===== src/rtl/reg_wb_ctrl.sv =====
// Writeback controller: merges the ALU result channel and buffered load returns into one registered
// register-file write port. Optional starvation guard for loads is enabled by WB_STARVE_GUARD_EN.
module reg_wb_ctrl #(
    parameter int NUM_REG        = 32,
    parameter int REG_ADDR_WIDTH = 5,
    parameter int REG_WIDTH      = 32,
    parameter int LD_FIFO_DEPTH  = 4,
    parameter int STARVE_LIMIT   = 3
) (
    input  logic                            clk,
    input  logic                            reset,
    input  logic                            alu_valid,
    output logic                            alu_ready,
    input  logic [REG_ADDR_WIDTH-1:0]       alu_rd,
    input  logic [REG_WIDTH-1:0]            alu_data,
    input  logic                            ld_valid,
    output logic                            ld_ready,
    input  logic [REG_ADDR_WIDTH-1:0]       ld_rd,
    input  logic [REG_WIDTH-1:0]            ld_data,
    output logic                            wr_en,
    output logic [REG_ADDR_WIDTH-1:0]       addr_rd,
    output logic [REG_WIDTH-1:0]            data_rd,
    output logic [NUM_REG-1:0]              rd_busy,
    output logic [$clog2(LD_FIFO_DEPTH):0]  fifo_count
);

    localparam int PW = $clog2(LD_FIFO_DEPTH);
    localparam int CW = PW + 1;

    if (NUM_REG != 2 ** REG_ADDR_WIDTH) begin : g_bad_num_reg
        $error("reg_wb_ctrl: NUM_REG must equal 2**REG_ADDR_WIDTH");
    end
    if (LD_FIFO_DEPTH < 2 || (LD_FIFO_DEPTH & (LD_FIFO_DEPTH - 1)) != 0) begin : g_bad_depth
        $error("reg_wb_ctrl: LD_FIFO_DEPTH must be a power of two >= 2");
    end
    if (STARVE_LIMIT < 1) begin : g_bad_limit
        $error("reg_wb_ctrl: STARVE_LIMIT must be >= 1");
    end

    // Both channels transfer on a cycle where valid && ready; ready never looks at valid.
    logic [CW-1:0]             count_q, count_d;
    logic [PW-1:0]             rd_ptr_q, rd_ptr_d;
    logic [PW-1:0]             wr_ptr_q, wr_ptr_d;
    logic [REG_ADDR_WIDTH-1:0] mem_rd_q   [LD_FIFO_DEPTH];
    logic [REG_ADDR_WIDTH-1:0] mem_rd_d   [LD_FIFO_DEPTH];
    logic [REG_WIDTH-1:0]      mem_data_q [LD_FIFO_DEPTH];
    logic [REG_WIDTH-1:0]      mem_data_d [LD_FIFO_DEPTH];
    logic                      wr_en_q, wr_en_d;
    logic [REG_ADDR_WIDTH-1:0] addr_q, addr_d;
    logic [REG_WIDTH-1:0]      data_q, data_d;

    logic                      alu_fire;
    logic                      ld_fire;
    logic                      push;
    logic                      pop;
    logic                      fifo_empty;
    logic [REG_ADDR_WIDTH-1:0] head_rd;
    logic [REG_WIDTH-1:0]      head_data;
    logic [NUM_REG-1:0]        busy_c;
    logic [PW-1:0]             off;

    assign fifo_empty = (count_q == '0);
    assign ld_ready   = (count_q < CW'(LD_FIFO_DEPTH));
    assign alu_fire   = alu_valid && alu_ready;
    assign ld_fire    = ld_valid && ld_ready;
    // Loads aimed at r0 complete their handshake but never occupy a slot.
    assign push       = ld_fire && (ld_rd != '0);
    assign pop        = !alu_fire && !fifo_empty;
    assign head_rd    = mem_rd_q[rd_ptr_q];
    assign head_data  = mem_data_q[rd_ptr_q];

`ifdef WB_STARVE_GUARD_EN
    localparam int SW = $clog2(STARVE_LIMIT + 1);

    logic [SW-1:0] starve_q, starve_d;

    assign alu_ready = (starve_q != SW'(STARVE_LIMIT));

    always_comb begin
        starve_d = starve_q;
        if (pop || fifo_empty) begin
            starve_d = '0;
        end else if (alu_fire) begin
            starve_d = starve_q + SW'(1);
        end
    end

    always_ff @(posedge clk or posedge reset) begin
        if (reset) begin
            starve_q <= '0;
        end else begin
            starve_q <= starve_d;
        end
    end
`else
    assign alu_ready = 1'b1;
`endif

    always_comb begin
        mem_rd_d   = mem_rd_q;
        mem_data_d = mem_data_q;
        rd_ptr_d   = rd_ptr_q;
        wr_ptr_d   = wr_ptr_q;
        count_d    = count_q;
        wr_en_d    = 1'b0;
        addr_d     = addr_q;
        data_d     = data_q;

        // The ALU owns the write slot whenever it transfers, even for r0.
        if (alu_fire) begin
            if (alu_rd != '0) begin
                wr_en_d = 1'b1;
                addr_d  = alu_rd;
                data_d  = alu_data;
            end
        end else if (pop) begin
            if (head_rd != '0) begin
                wr_en_d = 1'b1;
                addr_d  = head_rd;
                data_d  = head_data;
            end
        end

        if (push) begin
            mem_rd_d[wr_ptr_q]   = ld_rd;
            mem_data_d[wr_ptr_q] = ld_data;
            wr_ptr_d             = wr_ptr_q + PW'(1);
        end
        if (pop) begin
            rd_ptr_d = rd_ptr_q + PW'(1);
        end

        case ({push, pop})
            2'b10:   count_d = count_q + CW'(1);
            2'b01:   count_d = count_q - CW'(1);
            default: count_d = count_q;
        endcase
    end

    // An entry is live when its distance from the read pointer is below the occupancy.
    always_comb begin
        busy_c = '0;
        off    = '0;
        for (int i = 0; i < LD_FIFO_DEPTH; i++) begin
            off = PW'(i) - rd_ptr_q;
            if ({1'b0, off} < count_q) begin
                busy_c[mem_rd_q[i]] = 1'b1;
            end
        end
        busy_c[0] = 1'b0;
    end

    always_ff @(posedge clk or posedge reset) begin
        if (reset) begin
            count_q  <= '0;
            rd_ptr_q <= '0;
            wr_ptr_q <= '0;
            wr_en_q  <= 1'b0;
            addr_q   <= '0;
            data_q   <= '0;
            for (int i = 0; i < LD_FIFO_DEPTH; i++) begin
                mem_rd_q[i]   <= '0;
                mem_data_q[i] <= '0;
            end
        end else begin
            count_q    <= count_d;
            rd_ptr_q   <= rd_ptr_d;
            wr_ptr_q   <= wr_ptr_d;
            wr_en_q    <= wr_en_d;
            addr_q     <= addr_d;
            data_q     <= data_d;
            mem_rd_q   <= mem_rd_d;
            mem_data_q <= mem_data_d;
        end
    end

    assign wr_en      = wr_en_q;
    assign addr_rd    = addr_q;
    assign data_rd    = data_q;
    assign rd_busy    = busy_c;
    assign fifo_count = count_q;

endmodule


===== config.mk =====
export PLATFORM = sky130hd
export DESIGN_NAME = reg_wb_ctrl
export DESIGN_NICKNAME = d
export VERILOG_FILES = /design/src/rtl/reg_wb_ctrl.sv
export SDC_FILE = /design/constraint.sdc
export NUM_CORES = 1
export LEC_CHECK = 0
export ABC_AREA = 1
export CORE_UTILIZATION = 59
export CTS_BUF_LIST = sky130_fd_sc_hd__clkbuf_16
export CTS_CLUSTER_DIAMETER = 150
export DETAILED_ROUTE_END_ITERATION = 7
export GPL_ROUTABILITY_DRIVEN = 1
export HOLD_SLACK_MARGIN = 0.12
export PLACE_DENSITY = 0.87
export SETUP_SLACK_MARGIN = 0.15
export SLEW_MARGIN = 10
export SYNTH_ARGS = -nofsm -noshare
export SYNTH_HDL_FRONTEND = slang
export SYNTH_SLANG_ARGS = --single-unit

===== constraint.sdc =====
create_clock -name clk -period 20.6 [get_ports clk]
set_input_delay 5.15 -clock clk [delete_from_list [all_inputs] [get_ports clk]]
set_output_delay 5.15 -clock clk [all_outputs]
set_load 0.005 [all_outputs]

==> reports/results.env <==
RUN_STATUS='completed'
SKEW_NS=0.0142
DRT-PASS1-ITER-COUNT=8
FINAL-HOLD-VIOLATION-COUNT=0
NETS=1508
POWER.SEQUENTIAL.FRACTION_PCT=37.5
POSTSYNTHREGISTERBITS=193
POST-ROUTE-PERIOD-UTIL_PCT=43.9
CELLLEAKAGEPOWER_nW=5.81
POST_SYNTHESIS_AREA_PER_INSTANCE_UM2=7.47
SYNTHXORXNORAREAFRAC_PCT=0.356
SYNTH_CELL_TYPE_COUNT=27
PLACEMENTROWS=46
WORSTPATHMAXFANOUT=38
POWER_FRAC_CLOCK_PCT=19.2
PD_CELLS_nW_PER_UM2=151
DESIGN.DIE.AREA_UM2=17200
SYNTH_SIMPLE_GATE_AREA_SHARE_PCT=29.5
NUMCTSBUFFERS=17
CLOCK_LATENCY_ON_THE_WORST_SKEW_PAIR_NS=0.45
ANTENNA_VIOLATION_NET_COUNT_AFTER_DETAILED_ROUTING=0
TIMING_WORST_SLEW_PIN_VALUE_NS=1.08
DETAILROUTE.WIRELENGTH.MET2_UM=13000
DP_HPWL_UM=18000
P_SW_SHARE_PCT=42.8
STARTING_DRC_COUNT_IN_DETAILED_ROUTING=1206
TOTAL_OF_WARNINGS_RAISED_BY_YOSYS=0
SYNTH_CELLS=1316
LARGEST_FAMILY_OF_LOGIC_CELLS_BY_SYNTHESIZED_AREA='simple AND/OR/NAND/NOR gates'
MAXCLOCKFREQUENCY_GHz=0.111
SETUP-VIOLATIONS-FINAL=0
SETUP.WORST_PATH.START_CLASS='flop'
CRIT_REQUIRED_NS=15.45
PORT_BUFFERS=150
ANTENNA_FOUND_INITIAL=0
MAX_SLEW_VIOLATION_TOTAL_FROM_THE_FINAL_REPORT=0
SYNTH_ADDER_AREA_SHARE_PCT=1.35
GRT_START_MAX_NET_PINS=116
CHIPWIDTH_UM=131
LAYOUT.CELLS.MOST_COMMON='nand2_1'
MAXCAPVIOLATIONS=0
MAX_SLEW_MARGIN_PCT=27.8
SYNTH_AREA_UM2=9830
CTS_NUM_SINKS=193
FINALNONFILLERCELLS=1649
SYNTH-COMPOUND-AREA-SHARE_PCT=12.3
FLOORPLAN.INITIALDENSITY_PCT=61.2
ROUTED_WIRELENGTH_UM=27900
CTS_TREE='yes'
CELL_COUNT_POST_PLACEMENT=1617
FINALCRITICALPERIOD_NS=9.04
NET_SW_POWER_W=0.000778
SYNTH-EDFF-COUNT=0
SYNTH_TOP_AREA_SHARE_PCT=49.1
ROOT_BUFFER='clkbuf_16'
MOSTFREQUENTLAYOUTCELLS='nand2_1, dfrtp_1, o21ai_0'
DESIGN_INTERNAL_POWER_W=0.00104
DOMINANTREGCELLSYNTH='dfrtp_1'
PEAKVDDDROP_mV=0.0978
WIRE_PER_INST_UM=16.9
CTS_POST_SETUP_BUFFERS_INSERTED=0
SETUP_REPAIR_AFTER_GLOBAL_ROUTING_MISSED_ITS_MARGIN='no'
TIMING.HOLD.WORST.CLASS='reg -> reg'
PWR-SHARE-COMB_PCT=43.3
ROUTE.LAYER.MET1.WL_UM=11700
NETLIST_TOP_CELLS_AREA='dfrtp_1, nand2_1, o21ai_0'
CTS_HOLD_BUFFERS=0
YOSYS-MUX-AREA-FRACTION_PCT=0
AREAGROWTHSYNTHTOFINISH_PCT=22.2
DR.MAX_LAYER_USED='met4'
FIRST_GLOBAL_VIAS=9266
DIE_HEIGHT_UM=131
CTS.PATH.MAX_BUFFERS=2
YS_ASYNC_SR_FRACTION_PCT=100
CTS.REPORTEDPATHS.CLKPINSLEW_NS=0.07
GRT.OVERFLOW.TOTAL=0
FP.COREAREA_UM2=16100
DRCVIOLATIONCOUNT=0
FINAL_LAYOUT_SIZE_SUFFIX_GT1_SHARE_PCT=4.05
ROUTED-VIA-COUNT=9592
HTREEDEPTH=4
GRT_PASS1_WL_UM=46400
DR_WL_MET3_UM=2630
WORSTSETUPPATHTYPE='reg -> out'
AVGVIACOUNTPERCELL=5.82
FINALWEIGHTEDCONGESTION=0.964
SYNTH_TOP_CELL_BY_AREA='dfrtp_1'
SETUP-TNS-FINAL_NS=0
CTS_REPAIR_RESIZE_COUNT=0
N_DIODES=0
GRTUSAGETOTAL_PCT=33.6
YOSYSSEQAREASHARE_PCT=49.1
CRIT_PATH_END_KIND='output port'
TIMING.CRITICAL_PATH.ARRIVAL_NS=3.89
SYNTH.NET_COUNT=1404
IO_PINS=153
## synthesized netlist by cell type, types with 7 or more instances
cell,count
nand3_1,72
ha_1,9
o21ai_0,158
nand2_1,537
dfrtp_1,193
nor2_1,47
a21oi_1,11
a22oi_1,25
o211ai_1,18
buf_4,7
inv_1,95
nand4_1,35
nor3_1,25
clkbuf_1,40
buf_2,23
## metal layers
layer / up-vias / track usage (%)
li1: 4449 / -
met4: 0 / 11.6
met5: - / 0
met1: 4523 / 46.8
met2: 557 / 53.2
met3: 63 / 6.10
## registers in the layout (all words and copies together), names as in the netlist
signal / cells
mem_rd_q: 20
rd_ptr_q: 2
mem_data_q: 128
addr_rd: 5
wr_ptr_q: 2
data_rd: 32
fifo_count: 3
wr_en: 1
## path summary, 6_finish.rpt
kind	slack (ns)	to	startpoint	cells past startpoint
min reg2reg	0.49	mem_data_q[122]	mem_data_q[122]	2
max in group asynchronous	13.89	mem_data_q[35]	reset	3
max	11.56	rd_busy[13]	rd_ptr_q[0]	10
min in group asynchronous	5.21	mem_data_q[26]	reset	2
min	0.49	mem_data_q[122]	mem_data_q[122]	2
max reg2reg	16.78	data_rd[13]	rd_ptr_q[1]	9
## worst max-delay path: stages (launching register included)
cell and delay, ns:
dfrtp_1 0.56, nor2_4 0.87, inv_1 0.09, nand2_1 0.13
ha_1 0.24, nand3_1 0.08, nand2_1 0.16, nor3_1 0.55
nand2_1 0.11, o211ai_1 0.12, clkdlybuf4s50_1 0.52
## kinds of logic (layout without fill, tap and decap cells)
logic type | count (synthesis) | in the layout
DFF | 193 | 193
AOI/OAI and AO/OA | 217 | 217
adders and majority gates | 10 | 10
buffers and inverters | 173 | 290
xor gates and xnor gates | 4 | 4
other | 2 | 2
and+or+nand+nor | 717 | 717
## layout make-up
| cell class | count | area [um^2] |
|---|---|---|
| clock buffer | 17 | 425 |
| clock inverter | 15 | 214 |
| fill | 1160 | 4040 |
| inverter | 98 | 375 |
| multi-input combinational | 950 | 4330 |
| sequential | 193 | 4830 |
| tap | 216 | 270 |
| timing repair buffer | 160 | 1570 |
## stage by stage
| stage | total power (W) | cell area [um^2] | hold slack, ns | worst slack [ns] | utilization (%) |
|---|---|---|---|---|---|
| finish | 0.00182 | 12000 | 0.488 | 11.56 | 74.9 |
| global route | 0.00195 | 12000 | 0.510 | 11.31 | 74.9 |
| CTS | 0.00181 | 12000 | 0.491 | 11.59 | 74.9 |
| detailed placement | 0.00145 | 11400 | 0.473 | 12.06 | 70.9 |
| global placement | 0.00143 | 11400 | 0.466 | 12.13 | 70.9 |
| floorplan | 0.00114 | 9830 | 0.453 | 10.19 | - |
## power groups by stage
stage | logic (W) | clock network, W | registers (W)
5_1_grt | 0.000879 | 0.000367 | 0.000703
6_report | 0.000788 | 0.000349 | 0.000683
3_3_place_gp | 0.000754 | 0 | 0.000677
4_1_cts | 0.000780 | 0.000352 | 0.000679
3_5_place_dp | 0.000772 | 0 | 0.000682
2_1_floorplan | 0.000502 | 0 | 0.000641
No activity file was read; power rests on OpenSTA's default activity.
==> edit 1: new RTL, same settings <==
Change the parameter `REG_WIDTH` from 32 to 64.
--- a/src/rtl/reg_wb_ctrl.sv
+++ b/src/rtl/reg_wb_ctrl.sv
@@ -4,5 +4,5 @@
     parameter int NUM_REG        = 32,
     parameter int REG_ADDR_WIDTH = 5,
-    parameter int REG_WIDTH      = 32,
+    parameter int REG_WIDTH      = 64,
     parameter int LD_FIFO_DEPTH  = 4,
     parameter int STARVE_LIMIT   = 3
Ports: changed (resized alu_data, data_rd and ld_data); port bits go from 153 to 249. No check against the original RTL was run, so the function may have changed too.
==> edit 1 against the original RTL <==
- count of clock-buffer cells in the layout increased by 20
- critical path type unchanged
- worst setup slack got worse by 0.53 ns
- sequential cell count increased by 160
- cell area increased by 69%
- hold slack got worse by 0.0046 ns
- routed wire length increased by 75%
- highest routed layer unchanged
- total power increased by 67%
- sequential power increased by 79%
- combinational power increased by 55%
- final cell count increased by 65%
- area after synthesis increased by 69%
- global-route usage increased by 0.38 points
==> edit 1: results (changes against the original RTL) <==
- Wire length of the first global-routing pass: 77700 µm (+68%)
- Post-synth cell types: 28 (+3.7%)
- Leakage Power: 0.00993 µW (+71%)
- Clk_skew: 0.0152 ns (+0.00107 ns)
- Crit path max-delay cell type: sky130_fd_sc_hd__nor3_1
- Violation count after the first detailed-route iteration: 1824 (+51%)
- H-Tree Level Count: 2 (-2)
- Area contributors post-synth: sky130_fd_sc_hd__dfrtp_1 (53%), sky130_fd_sc_hd__nand2_1 (22%), sky130_fd_sc_hd__o21ai_0 (8.5%)
- Max Fanout on Critical Path: 65 (+71%)
- Critical Path Max Stage Delay: 0.75 ns (-0.12 ns)
- Number of global-route vias before repair: 15300 (+65%)
- Data arrival, critical path: 4.41 ns (+0.52 ns)
- NumNets Final: 2475 (+64%)
- Clk Latency, worst-skew pair: 0.52 ns (+0.07 ns)
- HPWL Detailed: 29200 µm (+62%)
- Number of buffers added on ports: 246 (+64%)
- Proportion of layout cells with a drive suffix above 1: 0.0333 (-0.00720)
- Pin count of the biggest net entering global routing: 155 (+34%)
- Peak supply drop: 0.0912 mV (-6.7%)
- Total length of routed wires: 48700 µm (+75%)
- GRT Util Overall: 0.340 (+0.00376)
- Mean number of vias per cell: 5.83 (+0.15%)
- Status: finished, final reports clean
- Count of filler cells inserted in the layout: 2127 (+83%)
- Clock buffer count from CTS: 36 (+19)
## edit 1: cell count changes after synthesis, sizes merged, moves of 17 or more
cell,delta
dfrtp,+160
nand3,+42
nand4,+30
o21ai,+126
inv,+17
buf,+27
o211ai,-18
clkbuf,+30
nand2,+425
## edit 1: cells by family after synthesis
group | after synthesis | share of synthesized area
DFF | 353 | 0.531
buffers and inverters | 247 | 0.0595
adders and majority gates | 10 | 0.00797
xor gates and xnor gates | 4 | 0.00211
and+or+nand+nor | 1212 | 0.295
other | 2 | 0.000451
AOI/OAI and AO/OA | 328 | 0.104
## edit 1: critical path, delay by kind of cell, from the launching register on
| kind | cells | cell delay [ns] |
|---|---|---|
| AOI/OAI and AO/OA | 2 | 0.31 |
| and+or+nand+nor | 5 | 1.29 |
| adders and majority gates | 1 | 0.24 |
| buffers and inverters | 4 | 1.40 |
| DFF | 1 | 0.68 |
## edit 1: layer usage
layer,GRT usage,vias up,routed length [µm]
met1,0.467,7625,19800
met3,0.0574,111,4690
met5,0,-,0
met4,0.129,0,1560
li1,-,7264,-
met2,0.544,858,22700
## edit 1: worst paths after layout
path | depth (start not counted) | to | from | slack, ns
max reg2reg | 11 | data_rd[5] | rd_ptr_q[0] | 17.14
min in group asynchronous | 2 | mem_data_q[141] | reset | 5.18
max in group asynchronous | 4 | data_rd[45] | reset | 13.22
max | 12 | rd_busy[14] | rd_ptr_q[1] | 11.04
min | 2 | mem_data_q[141] | mem_data_q[141] | 0.48
min reg2reg | 2 | mem_data_q[141] | mem_data_q[141] | 0.48
## edit 1: where the power goes
part	switching (µW)	internal, µW
clock network	263	336
logic	748	472
registers	217	1010
## edit 1: final cells by class
class	count	area (µm²)	share of cell area
Sequential cell	353	8830	0.436
Multi-Input combinational cell	1556	6880	0.340
Timing Repair Buffer	261	2580	0.127
Clock inverter	22	125	0.00618
Tap cell	378	473	0.0233
Clock buffer	37	926	0.0457
Inverter	115	439	0.0217
## edit 1: per-stage QoR
stage | area, µm² | std cells | setup WS, ns
detailed placement | 19200 | 2663 | 11.66
CTS | 20300 | 2722 | 11.12
finish | 20300 | 2722 | 11.04
global placement | 19200 | 2663 | 11.69
global route | 20300 | 2722 | 10.77
floorplan | 16600 | 2156 | 5.66
==> edit 2: new RTL, config.mk and constraints unchanged <==
Without the edit above. Take the reset off `data_q` and load it in a clocked block of its own.
--- a/src/rtl/reg_wb_ctrl.sv
+++ b/src/rtl/reg_wb_ctrl.sv
@@ -158,5 +158,4 @@
             wr_en_q  <= 1'b0;
             addr_q   <= '0;
-            data_q   <= '0;
             for (int i = 0; i < LD_FIFO_DEPTH; i++) begin
                 mem_rd_q[i]   <= '0;
@@ -169,8 +168,11 @@
             wr_en_q    <= wr_en_d;
             addr_q     <= addr_d;
-            data_q     <= data_d;
             mem_rd_q   <= mem_rd_d;
             mem_data_q <= mem_data_d;
         end
+    end
+
+    always_ff @(posedge clk) begin
+        data_q <= data_d;
     end
 
Formal check against the unedited RTL: not equivalent (a bounded check fails within 4 cycles, from zero or initial values and one cycle with reset high).
==> edit 2 against the original RTL <==
- cell area shrank 3.3%
- maximum frequency grew 8.0%
- clock power shrank 5%
- routed wire length shrank 3.6%
- sequential cell count is the same
- count of clock-buffer cells in the layout is the same
- sequential share of layout area grew 2.7 points
- sequential power grew 2%
- worst setup slack gained 0.67 ns
- total power shrank 1.9%
- synthesized cell count shrank 14%
- area after synthesis shrank 3.0%
- largest cell class unchanged
==> edit 2: results (changes against the original RTL) <==
- Status: finished, final reports clean
- Share of flip-flops with an asynchronous set or reset: 0.834 (-0.166)
- Met2 global-route usage: 0.532 (about the same)
- Wire per inst: 18.2 µm (+7.8%)
- Compound-cell area share of the yosys netlist: 0.177 (+0.0545)
- Register area share after synthesis: 0.523 (+0.0322)
- Area contributors post-synth: sky130_fd_sc_hd__dfrtp_1 (42%), sky130_fd_sc_hd__nand2_1 (13%), sky130_fd_sc_hd__edfxtp_1 (10%)
- Pin count of the biggest net entering global routing: 92 (-21%)
- Routed vias: 8686 (-9.4%)
- Top post-synthesis cells by count: sky130_fd_sc_hd__nand2_1 (340), sky130_fd_sc_hd__dfrtp_1 (161), sky130_fd_sc_hd__o21ai_0 (103), sky130_fd_sc_hd__inv_1 (85), sky130_fd_sc_hd__nor2_1 (65)
- RR Endpoint: data_rd[3]
- NumNets Final: 1333 (-12%)
- Clk_skew: 0.0129 ns (-0.00129 ns)
- Wire length of the first global-routing pass: 42700 µm (-8.0%)
- Internal power contribution: 1050 µW (+0.85%)
- Post-synthesis xor/xnor area fraction: 0.00367 (+0.000112)
- Destination of the worst hold path: mem_data_q[3]
- Global Route met1 Usage: 0.454 (-0.0131)
- Peak supply drop: 0.105 mV (+7.3%)
- RePlAce Congestion: 0.938 (-2.7%)
- Source of the worst hold timing path: mem_data_q[3]
- Final critical-path share of the clock period: 0.406 (-0.0325)
- Max Fanout on Critical Path: 14 (-63%)
- Synthesized-area fraction occupied by adder cells: 0.0139 (+0.000423)
- Synthesized Nets: 1217 (-13%)
- Worst Max-Slew Pin Slew: 1.02 ns (-0.0570 ns)
- Violation count after the first detailed-route iteration: 874 (-28%)
- Count of flip-flops with a built-in enable after synthesis: 32 (+32)
- Post-synth cell types: 37 (+37%)
- GRT Util Overall: 0.334 (-0.00275)
- Critical Path Max Stage Delay: 0.61 ns (-0.26 ns)
-- edit 2: cell types whose count changed after synthesis, moves of 12 or more --
cell                       delta
sky130_fd_sc_hd__o21ai_0     -55
sky130_fd_sc_hd__nand4_1     -28
sky130_fd_sc_hd__dfrtp_1     -32
sky130_fd_sc_hd__clkbuf_1    -32
sky130_fd_sc_hd__a41oi_1     +17
sky130_fd_sc_hd__o21ai_1     +57
sky130_fd_sc_hd__inv_2       +16
sky130_fd_sc_hd__buf_4       +12
sky130_fd_sc_hd__nand3_1     -45
sky130_fd_sc_hd__edfxtp_1    +32
sky130_fd_sc_hd__nor2_1      +18
sky130_fd_sc_hd__a22oi_1     +33
sky130_fd_sc_hd__nand2_1    -197
-- edit 2: kinds of logic (layout without fill, tap and decap cells) --
kind of cell             Yosys count  count (layout)
XOR/XNOR                           4               4
adder cells (fa/ha/maj)           10              10
buffers and inverters            164             293
AND/OR/NAND/NOR                  476             476
AO/OA/AOI/OAI                    280             280
flip-flops                       193             193
other                              2               2
-- edit 2: through the flow --
stage / instance area, µm² / cells
after global placement: 11000 / 1442
after detailed placement: 11000 / 1442
after CTS: 11600 / 1474
after global routing: 11600 / 1474
final: 11600 / 1474
after floorplan: 9530 / 1129
-- edit 2: worst register-to-register path: stages, from the launching register on --
cell,delay (ns)
sky130_fd_sc_hd__dfrtp_1,0.61
sky130_fd_sc_hd__inv_2,0.20
sky130_fd_sc_hd__nor2_4,0.81
sky130_fd_sc_hd__nand2_1,0.09
sky130_fd_sc_hd__o21ai_1,0.13
sky130_fd_sc_hd__nor2_1,0.09
sky130_fd_sc_hd__nand3_2,0.09
sky130_fd_sc_hd__nand2_4,0.09
sky130_fd_sc_hd__nand2_4,0.49
-- edit 2: final cells by class --
type | count | area (µm²)
multi-input combinational | 772 | 3830
sequential | 193 | 4990
tap | 216 | 270
timing repair buffer | 157 | 1550
inverter | 104 | 395
clock inverter | 15 | 158
clock buffer | 17 | 425
fill | 1152 | 4200
-- edit 2: how the worst max path moves through the flow --
stage	startpoint	to	cells after the start
6_report	rd_ptr_q[0]	rd_busy[31]	10
5_1_grt	rd_ptr_q[0]	rd_busy[30]	10
4_1_cts	rd_ptr_q[0]	rd_busy[31]	10
3_5_place_dp	rd_ptr_q[0]	rd_busy[31]	10
3_3_place_gp	rd_ptr_q[0]	rd_busy[30]	10
2_1_floorplan	reset	addr_rd[0]	1
-- edit 2: power by group through the flow --
stage          Clock, µW  Combinational [µW]  Sequential [µW]
3_3_place_gp           0                 718              689
4_1_cts              330                 748              695
2_1_floorplan          0                 476              659
3_5_place_dp           0                 736              697
5_1_grt              346                 835              717
6_report             331                 755              699
-- edit 2: layer usage --
layer,vias to the layer above,wire (µm)
li1,4007,-
met1,4186,11200
met2,446,13000
met3,47,2140
met4,0,556
met5,-,0
